`src/rtl/hit_writer.sv`:
```
// rtl/hit_writer.sv - stores one multi-word record as a burst of 16-bit AVMM writes
//
// Purpose:
//   Accepts a record of NDWORDS 32-bit words and writes it to memory as
//   2*NDWORDS consecutive 16-bit Avalon-MM writes, lowest halfword first.
//   The record lands at baseaddr + index*NDWORDS*4 (32-bit wrapping).
//
// Ports:
//   clk                 clock, rising edge
//   reset               asynchronous active-high reset
//   baseaddr[31:0]      byte base address of the record array (sampled on accept)
//   index[31:0]         record index (sampled on accept)
//   write               request to store one record
//   data[32*NDWORDS-1:0] record payload, word k at data[32k+31:32k] (sampled on accept)
//   iready              high when a request can be accepted this cycle
//   odone               one-cycle pulse after the last halfword is accepted
//   avm_m0_write        AVMM write strobe
//   avm_m0_address      AVMM byte address
//   avm_m0_writedata    AVMM write data (16 bits)
//   avm_m0_byteenable   AVMM byte enables (always both lanes)
//   avm_m0_waitrequest  AVMM stall from the slave

module hit_writer #(
    parameter int NDWORDS = 3
) (
    input  logic                   clk,
    input  logic                   reset,
    input  logic [31:0]            baseaddr,
    input  logic [31:0]            index,
    input  logic                   write,
    input  logic [32*NDWORDS-1:0]  data,
    output logic                   iready,
    output logic                   odone,
    output logic                   avm_m0_write,
    output logic [31:0]            avm_m0_address,
    output logic [15:0]            avm_m0_writedata,
    output logic [1:0]             avm_m0_byteenable,
    input  logic                   avm_m0_waitrequest
);

    localparam int NHALF = 2 * NDWORDS;
    localparam int HW    = (NHALF > 1) ? $clog2(NHALF) : 1;

    localparam logic [HW-1:0] LAST_H    = HW'(NHALF - 1);
    localparam logic [31:0]   REC_BYTES = 32'(NDWORDS * 4);

    typedef enum logic {
        IDLE,
        WRITE
    } state_t;

    state_t state, state_nxt;

    logic                  accept;
    logic                  hw_accept;
    logic                  last_hw;
    logic [HW-1:0]         h;
    logic [32*NDWORDS-1:0] shreg;
    logic [31:0]           rec_addr;

    // 32-bit product and sum deliberately truncate: the address space wraps.
    assign rec_addr = baseaddr + index * REC_BYTES;

    assign last_hw           = (h == LAST_H);
    assign avm_m0_byteenable = 2'b11;

    // The captured record is shifted down one halfword per accepted write,
    // so the current halfword is always at the bottom of the register.
    assign avm_m0_writedata  = shreg[15:0];

    always_ff @(posedge clk or posedge reset) begin
        if (reset) begin
            state <= IDLE;
        end else begin
            state <= state_nxt;
        end
    end

    always_comb begin
        state_nxt    = state;
        iready       = 1'b0;
        avm_m0_write = 1'b0;
        accept       = 1'b0;
        hw_accept    = 1'b0;
        case (state)
            IDLE: begin
                iready = 1'b1;
                accept = write;
                if (write) begin
                    state_nxt = WRITE;
                end
            end
            WRITE: begin
                avm_m0_write = 1'b1;
                hw_accept    = !avm_m0_waitrequest;
                if (hw_accept && last_hw) begin
                    state_nxt = IDLE;
                end
            end
            default: begin
                state_nxt = IDLE;
            end
        endcase
    end

    always_ff @(posedge clk or posedge reset) begin
        if (reset) begin
            h              <= '0;
            shreg          <= '0;
            avm_m0_address <= '0;
            odone          <= 1'b0;
        end else begin
            odone <= hw_accept && last_hw;
            if (accept) begin
                h              <= '0;
                shreg          <= data;
                avm_m0_address <= rec_addr;
            end else if (hw_accept && !last_hw) begin
                // After the final halfword the address and data are left
                // alone so the bus values simply hold while idle.
                h              <= h + HW'(1);
                shreg          <= {16'h0000, shreg[32*NDWORDS-1:16]};
                avm_m0_address <= avm_m0_address + 32'd2;
            end
        end
    end

endmodule

```
`config.mk`:
```
export PLATFORM = sky130hd
export DESIGN_NAME = hit_writer
export DESIGN_NICKNAME = d
export VERILOG_FILES = /design/src/rtl/hit_writer.sv
export SDC_FILE = /design/constraint.sdc
export NUM_CORES = 1
export LEC_CHECK = 0
export ABC_CLOCK_PERIOD_IN_PS = 4340
export CELL_PAD_IN_SITES_DETAIL_PLACEMENT = 2
export CELL_PAD_IN_SITES_GLOBAL_PLACEMENT = 2
export CORE_MARGIN = 5
export CORE_UTILIZATION = 30
export CTS_BUF_LIST = sky130_fd_sc_hd__clkbuf_8
export DETAILED_ROUTE_END_ITERATION = 10
export GPL_TIMING_DRIVEN = 0
export PLACE_DENSITY_LB_ADDON = 0.1
export SLEW_MARGIN = 5
export SYNTH_ARGS = -nofsm -noshare
export SYNTH_HDL_FRONTEND = slang
export SYNTH_SLANG_ARGS = --single-unit
```
`constraint.sdc`:
```
create_clock -name clk -period 4.34 [get_ports clk]
set_input_delay 0.434 -clock clk [delete_from_list [all_inputs] [get_ports clk]]
set_output_delay 0.434 -clock clk [all_outputs]
set_load 0.03 [all_outputs]
```
## Yosys cells after proc, flatten, opt, wreduce, memory -nomap -nowiden

Cells that the tools add are included.
W data, S select, Z words.

| word-level totals | value |
|---|---|
| output and inout bits | 53 |
| input port bits | 164 |
| word-level logic and storage cells | 30 |
| register bits | 133 |

| cells by class | value |
|---|---|
| muxes and demuxes | 13 |
| equal/unequal tests | 1 |
| reduce and logical (&&, ||, !) cells | 6 |
| $mul | 1 |
| $add $sub $neg | 3 |
| bitwise logic cells | 1 |

Operators by type and width:

| kind | number |
|---|---|
| $mux W96 | 2 |
| $mux W32 | 2 |
| $add A32 B2 Y32 const B | 1 |
| $add A32 B32 Y32 | 1 |
| $mul A32 B2 Y30 const B | 1 |
| $mux W1 | 6 |
| $mux W3 | 2 |
| $add A3 B1 Y3 const B | 1 |
| $eq A3 B3 Y1 const B | 1 |
| $logic_and A1 B1 Y1 | 3 |
| $logic_not A1 Y1 | 2 |
| $pmux W1 S2 | 1 |
| $reduce_bool A2 Y1 | 1 |
| $not A1 Y1 | 1 |

## Logic depth before layout (Yosys ltp)

| depth | value |
|---|---|
| depth after elaboration | 5 |
| gate-level depth with buffers | 19 |
| gate-level depth less buffers | 18 |

## Worst setup path before layout

No wires, ideal clock.

| timing path | value |
|---|---|
| path type | in2reg |
| from | input port index[0] |
| to | register avm_m0_address[30] |
| setup slack | 290 ps |
| path buffers | 0 |
| setup time | 94 ps |
| arrival | 3956 ps |
| required time | 4246 ps |
| stages | 17 |
| cells stage by stage | ha_1 fa_1 a211oi_2 o21ai_1 a2111o_1 and2_1 a31oi_1 xnor2_1 ha_1 a21o_1 a21o_1 a21o_1 a41oi_1 o2bb2ai_1 a311oi_1 nor2_1 a211oi_1 |

| between the ends | value |
|---|---|
| word-level cells in the longest chain between the ends | 3 |

RTL lines:

| what | RTL line | RTL |
|---|---|---|
| start, declared | 29 | `input logic [31:0] index,` |
| $mul A32 B2 Y30 | 62 | `assign rec_addr = baseaddr + index * REC_BYTES;` |
| $add A32 B32 Y32 | 62 |  |
| $mux W32 | 114 | `if (accept) begin` |
| end signal, assigned | 117 | `avm_m0_address <= rec_addr;` |
| end signal, assigned | 123 | `avm_m0_address <= avm_m0_address + 32'd2;` |
| end, declared | 35 | `output logic [31:0] avm_m0_address,` |

Every way passes these cells.
A chain may end at the register's enable or synchronous reset.

## Final worst setup path

| timing path | value |
|---|---|
| from | input port index[1] |
| to | register avm_m0_address[28] |

The elaborated chain is that of the path after synthesis.

==> impl_metrics.py <==
metrics = {
    "die": {
        "fp.dieArea_um2": 33300,
        "die_h_um": 183,
        "die_x_um": 183,
        "initial_core_util": 0.302,
        "design.core.area_um2": 29600,
        "floorplan.io_pins": 217,
        "total_number_of_placement_rows": 63,
    },
    "clocking": {
        "insertion_delay_ns": 0.46,
        "post_cts_hold_buffer_count": 0,
        "cts_htree_levels": 4,
        "numCtsBuffers": 17,
        "clock_tree.buffer_depth": 2,
        "cts_num_sinks": 133,
        "cts.root.buffer_cell": "sky130_fd_sc_hd__clkbuf_8",
        "clk_transition_reported_paths_ns": 0.09,
        "tritoncts": "yes",
    },
    "synth": {
        "ys_ff_latch": 133,
        "synthesis.area_per_instance_um2": 8.53,
        "synth_edf_count": 0,
        "synth_ff_type": "sky130_fd_sc_hd__dfrtp_1",
        "mappedNetlistArea_um2": 8940,
        "post_synth_inst_count": 1048,
        "yosysWarningCount": 0,
        "yosysUniqueCellTypes": 70,
        "async_reset_ff_frac": 1.00,
        "synth_sequential_area_ratio": 0.372,
    },
    "grt": {
        "grt-ovfl-total": 0,
        "grt_max_degree": 88,
        "antenna_found_initial": 0,
        "gr-usage-all-layers": 0.192,
        "grt_first_pass_wirelength_mm": 51.2,
        "grt_pass1_vias": 9590,
    },
    "pwr": {
        "power.share.sequential": 0.340,
        "post-layout-total-power_mw": 6.33,
        "sw_frac_of_total": 0.446,
        "power.net_switching_mw": 2.82,
        "power_density_nw_per_um2": 517,
        "cell_internal_pwr_mw": 3.51,
        "maximum_vdd_ir_drop_uv": 188,
        "share_clk_of_total_power": 0.164,
        "part_of_the_power_in_combinational_logic": 0.496,
        "power.static_leakage_nw": 5.49,
    },
    "setup_path": {
        "timing_worst_setup_path_type": "in2reg",
        "critical_path.startpoint": "index[1]",
        "worst-r2r-cell-count": 6,
        "critPathArrivalTime_ns": 4.48,
        "critical_path.reg2reg.startpoint": "h[0]",
        "crit_path_capture": "avm_m0_address[28]",
        "worst_r2r_endpoint": "shreg[24]",
        "start_kind": "primary input",
        "crit_path_max_fo": 4,
        "timing.critical_path.required_ns": 4.65,
        "critPathCaptureType": "register",
        "reg2reg_slack_ns": 1.55,
    },
    "placed_design": {
        "hpwl_mm": 26.0,
        "post-place-cells": 1652,
        "placement.setup.worst_slack_ns": -1.17,
        "gp_congestion": 0.799,
        "placement.io_buffers": 212,
    },
    "timing": {
        "fin_ws_ns": 0.167,
        "fmaxAchievable_mhz": 240,
        "maxSlewViolCount": 0,
        "slew_headroom": 0.373,
        "worstMarginPinSlew_ns": 0.941,
        "timing.final.crit_period_ns": 4.17,
        "total_negative_setup_slacks_ns": 0,
        "period_share": 0.962,
        "timing.final.hold_violations": 0,
        "setup-violations-final": 0,
        "timing.clock.skew_ns": 0.0178,
    },
    "routing": {
        "drt-initial-drc-count": 378,
        "antenna_left": 0,
        "post_drt_wl_per_cell_um": 19.3,
        "routed_wl_mm": 32.6,
        "via_per_inst": 5.15,
        "via_count": 8701,
        "route.detailed.drc": 0,
        "drt-pass1-iter-count": 5,
    },
    "finish": {
        "post_route_cells_drive_above_1_share": 0.0861,
        "postLayoutCoreUtil": 0.414,
        "finalNetCount": 1518,
        "syn_to_final_growth_pct": 37.0,
        "antenna-diode-count": 0,
        "fin_cells": 1691,
        "most-common-layout-cells": "261 x sky130_fd_sc_hd__nand2_1, 209 x sky130_fd_sc_hd__clkdlybuf4s50_1, 133 x sky130_fd_sc_hd__dfrtp_1",
        "final_common_cell": "sky130_fd_sc_hd__nand2_1",
    },
    "status": {
        "run_status": "finished clean",
    },
    "flow_run": {
        "cap_violations": 0,
    },
    "worst_hold_path": {
        "min-delay-path-class": "in2async",
    },
}
==> state kept, by name (all words and copies together) (netlist names) <==
register and cells:
state 1, shreg 96, odone 1, h 3, avm_m0_address 32
==> timing repair <==
item                                   4_1_cts  5_1_grt
resized for setup                           28       23
setup endpoints to repair                    8        8
buffers inserted                             6        1
pin swaps                                   12        5
endpoints found under the hold margin        0        0
==> worst max-delay path, stage by stage <==
cell                            delay (ns)
sky130_fd_sc_hd__dlygate4sd2_1        0.28
sky130_fd_sc_hd__ha_2                 0.21
sky130_fd_sc_hd__fa_2                 0.41
sky130_fd_sc_hd__a211oi_4             0.30
sky130_fd_sc_hd__o21ai_2              0.10
sky130_fd_sc_hd__a2111o_1             0.46
sky130_fd_sc_hd__and2_4               0.19
sky130_fd_sc_hd__a31oi_2              0.19
sky130_fd_sc_hd__xnor2_1              0.15
sky130_fd_sc_hd__ha_1                 0.29
sky130_fd_sc_hd__a21o_1               0.18
sky130_fd_sc_hd__a21o_1               0.18
sky130_fd_sc_hd__a21o_1               0.20
sky130_fd_sc_hd__a41oi_2              0.24
sky130_fd_sc_hd__o2bb2ai_4            0.12
sky130_fd_sc_hd__a21o_1               0.20
sky130_fd_sc_hd__a211oi_2             0.24
sky130_fd_sc_hd__o22ai_1              0.12
==> synth_stat cells, types with 3 or more instances <==
cell type / number / area [um^2]
sky130_fd_sc_hd__a211oi_1: 9 / 67.6
sky130_fd_sc_hd__a21o_1: 21 / 158
sky130_fd_sc_hd__a21oi_1: 49 / 245
sky130_fd_sc_hd__a221oi_1: 3 / 26.3
sky130_fd_sc_hd__a22oi_1: 81 / 608
sky130_fd_sc_hd__a31oi_1: 11 / 68.8
sky130_fd_sc_hd__and2_1: 7 / 43.8
sky130_fd_sc_hd__and3_1: 9 / 56.3
sky130_fd_sc_hd__and4_1: 4 / 35.0
sky130_fd_sc_hd__buf_1: 3 / 11.3
sky130_fd_sc_hd__buf_4: 18 / 135
sky130_fd_sc_hd__clkbuf_1: 37 / 139
sky130_fd_sc_hd__dfrtp_1: 133 / 3330
sky130_fd_sc_hd__ha_1: 64 / 801
sky130_fd_sc_hd__inv_1: 21 / 78.8
sky130_fd_sc_hd__mux2i_1: 3 / 30.0
sky130_fd_sc_hd__nand2_1: 261 / 980
sky130_fd_sc_hd__nand2b_1: 5 / 31.3
sky130_fd_sc_hd__nand3_1: 45 / 225
sky130_fd_sc_hd__nand4_1: 10 / 62.6
sky130_fd_sc_hd__nor2_1: 39 / 146
sky130_fd_sc_hd__nor2b_1: 4 / 25.0
sky130_fd_sc_hd__nor3_1: 14 / 70.1
sky130_fd_sc_hd__nor4_1: 3 / 18.8
sky130_fd_sc_hd__o211ai_1: 9 / 67.6
sky130_fd_sc_hd__o21a_1: 3 / 22.5
sky130_fd_sc_hd__o21ai_0: 38 / 190
sky130_fd_sc_hd__o21ai_1: 12 / 60.1
sky130_fd_sc_hd__o21bai_1: 10 / 75.1
sky130_fd_sc_hd__or3_1: 3 / 18.8
sky130_fd_sc_hd__xnor2_1: 37 / 324
sky130_fd_sc_hd__xor2_1: 35 / 307
==> metal layers <==
metal / global-route usage / up-vias / wire length, um
met4: 0.0459 / 0 / 495
met2: 0.353 / 168 / 17000
li1: - / 4191 / -
met1: 0.234 / 4313 / 13900
met3: 0.0291 / 29 / 1160
met5: 0 / - / 0
==> worst min-delay path by stage <==
stage	cells past startpoint	slack (ns)	endpoint
floorplan	2	0.45	shreg[16]
global placement	2	0.46	shreg[9]
detailed placement	2	0.47	shreg[48]
CTS	2	0.38	shreg[0]
global route	2	0.41	shreg[1]
finish	2	0.39	shreg[0]
==> area by class of cell <==
type / instances / area [um^2]
plain buffers: 60 / 302
clock buffers: 18 / 248
clock inverters: 14 / 138
fillers: 3272 / 17300
inverters: 21 / 83.8
multi-input cells: 835 / 5450
flip-flops and latches: 133 / 3330
well taps: 390 / 488
repair buffers: 220 / 2200
==> kinds of logic after synthesis <==
| group | count (synthesis) | synth area share |
|---|---|---|
| multiplexers | 3 | 0.00336 |
| XOR/XNOR | 72 | 0.0706 |
| other | 1 | 0.000420 |
| AND/OR/NAND/NOR | 417 | 0.204 |
| adder cells (fa/ha/maj) | 66 | 0.0941 |
| buffers and inverters | 81 | 0.0426 |
| AO/OA/AOI/OAI | 275 | 0.213 |
| flip-flops | 133 | 0.372 |
==> power groups by stage <==
| stage | registers (mW) | clock network (mW) | logic (mW) |
|---|---|---|---|
| 2_1_floorplan | 2.32 | 0 | 1.69 |
| 3_3_place_gp | 2.16 | 0 | 3.01 |
| 3_5_place_dp | 2.18 | 0 | 3.09 |
| 4_1_cts | 2.16 | 1.07 | 3.17 |
| 5_1_grt | 2.22 | 1.12 | 3.46 |
| 6_report | 2.15 | 1.04 | 3.14 |
==> metrics by stage <==
step / hold WS, ns / area [um^2]
floorplan: 0.447 / 8940
global placement: 0.459 / 11600
detailed placement: 0.469 / 11600
CTS: 0.380 / 12100
global route: 0.405 / 12200
finish: 0.387 / 12200
Note: power is estimated with default switching activity, not from simulation.
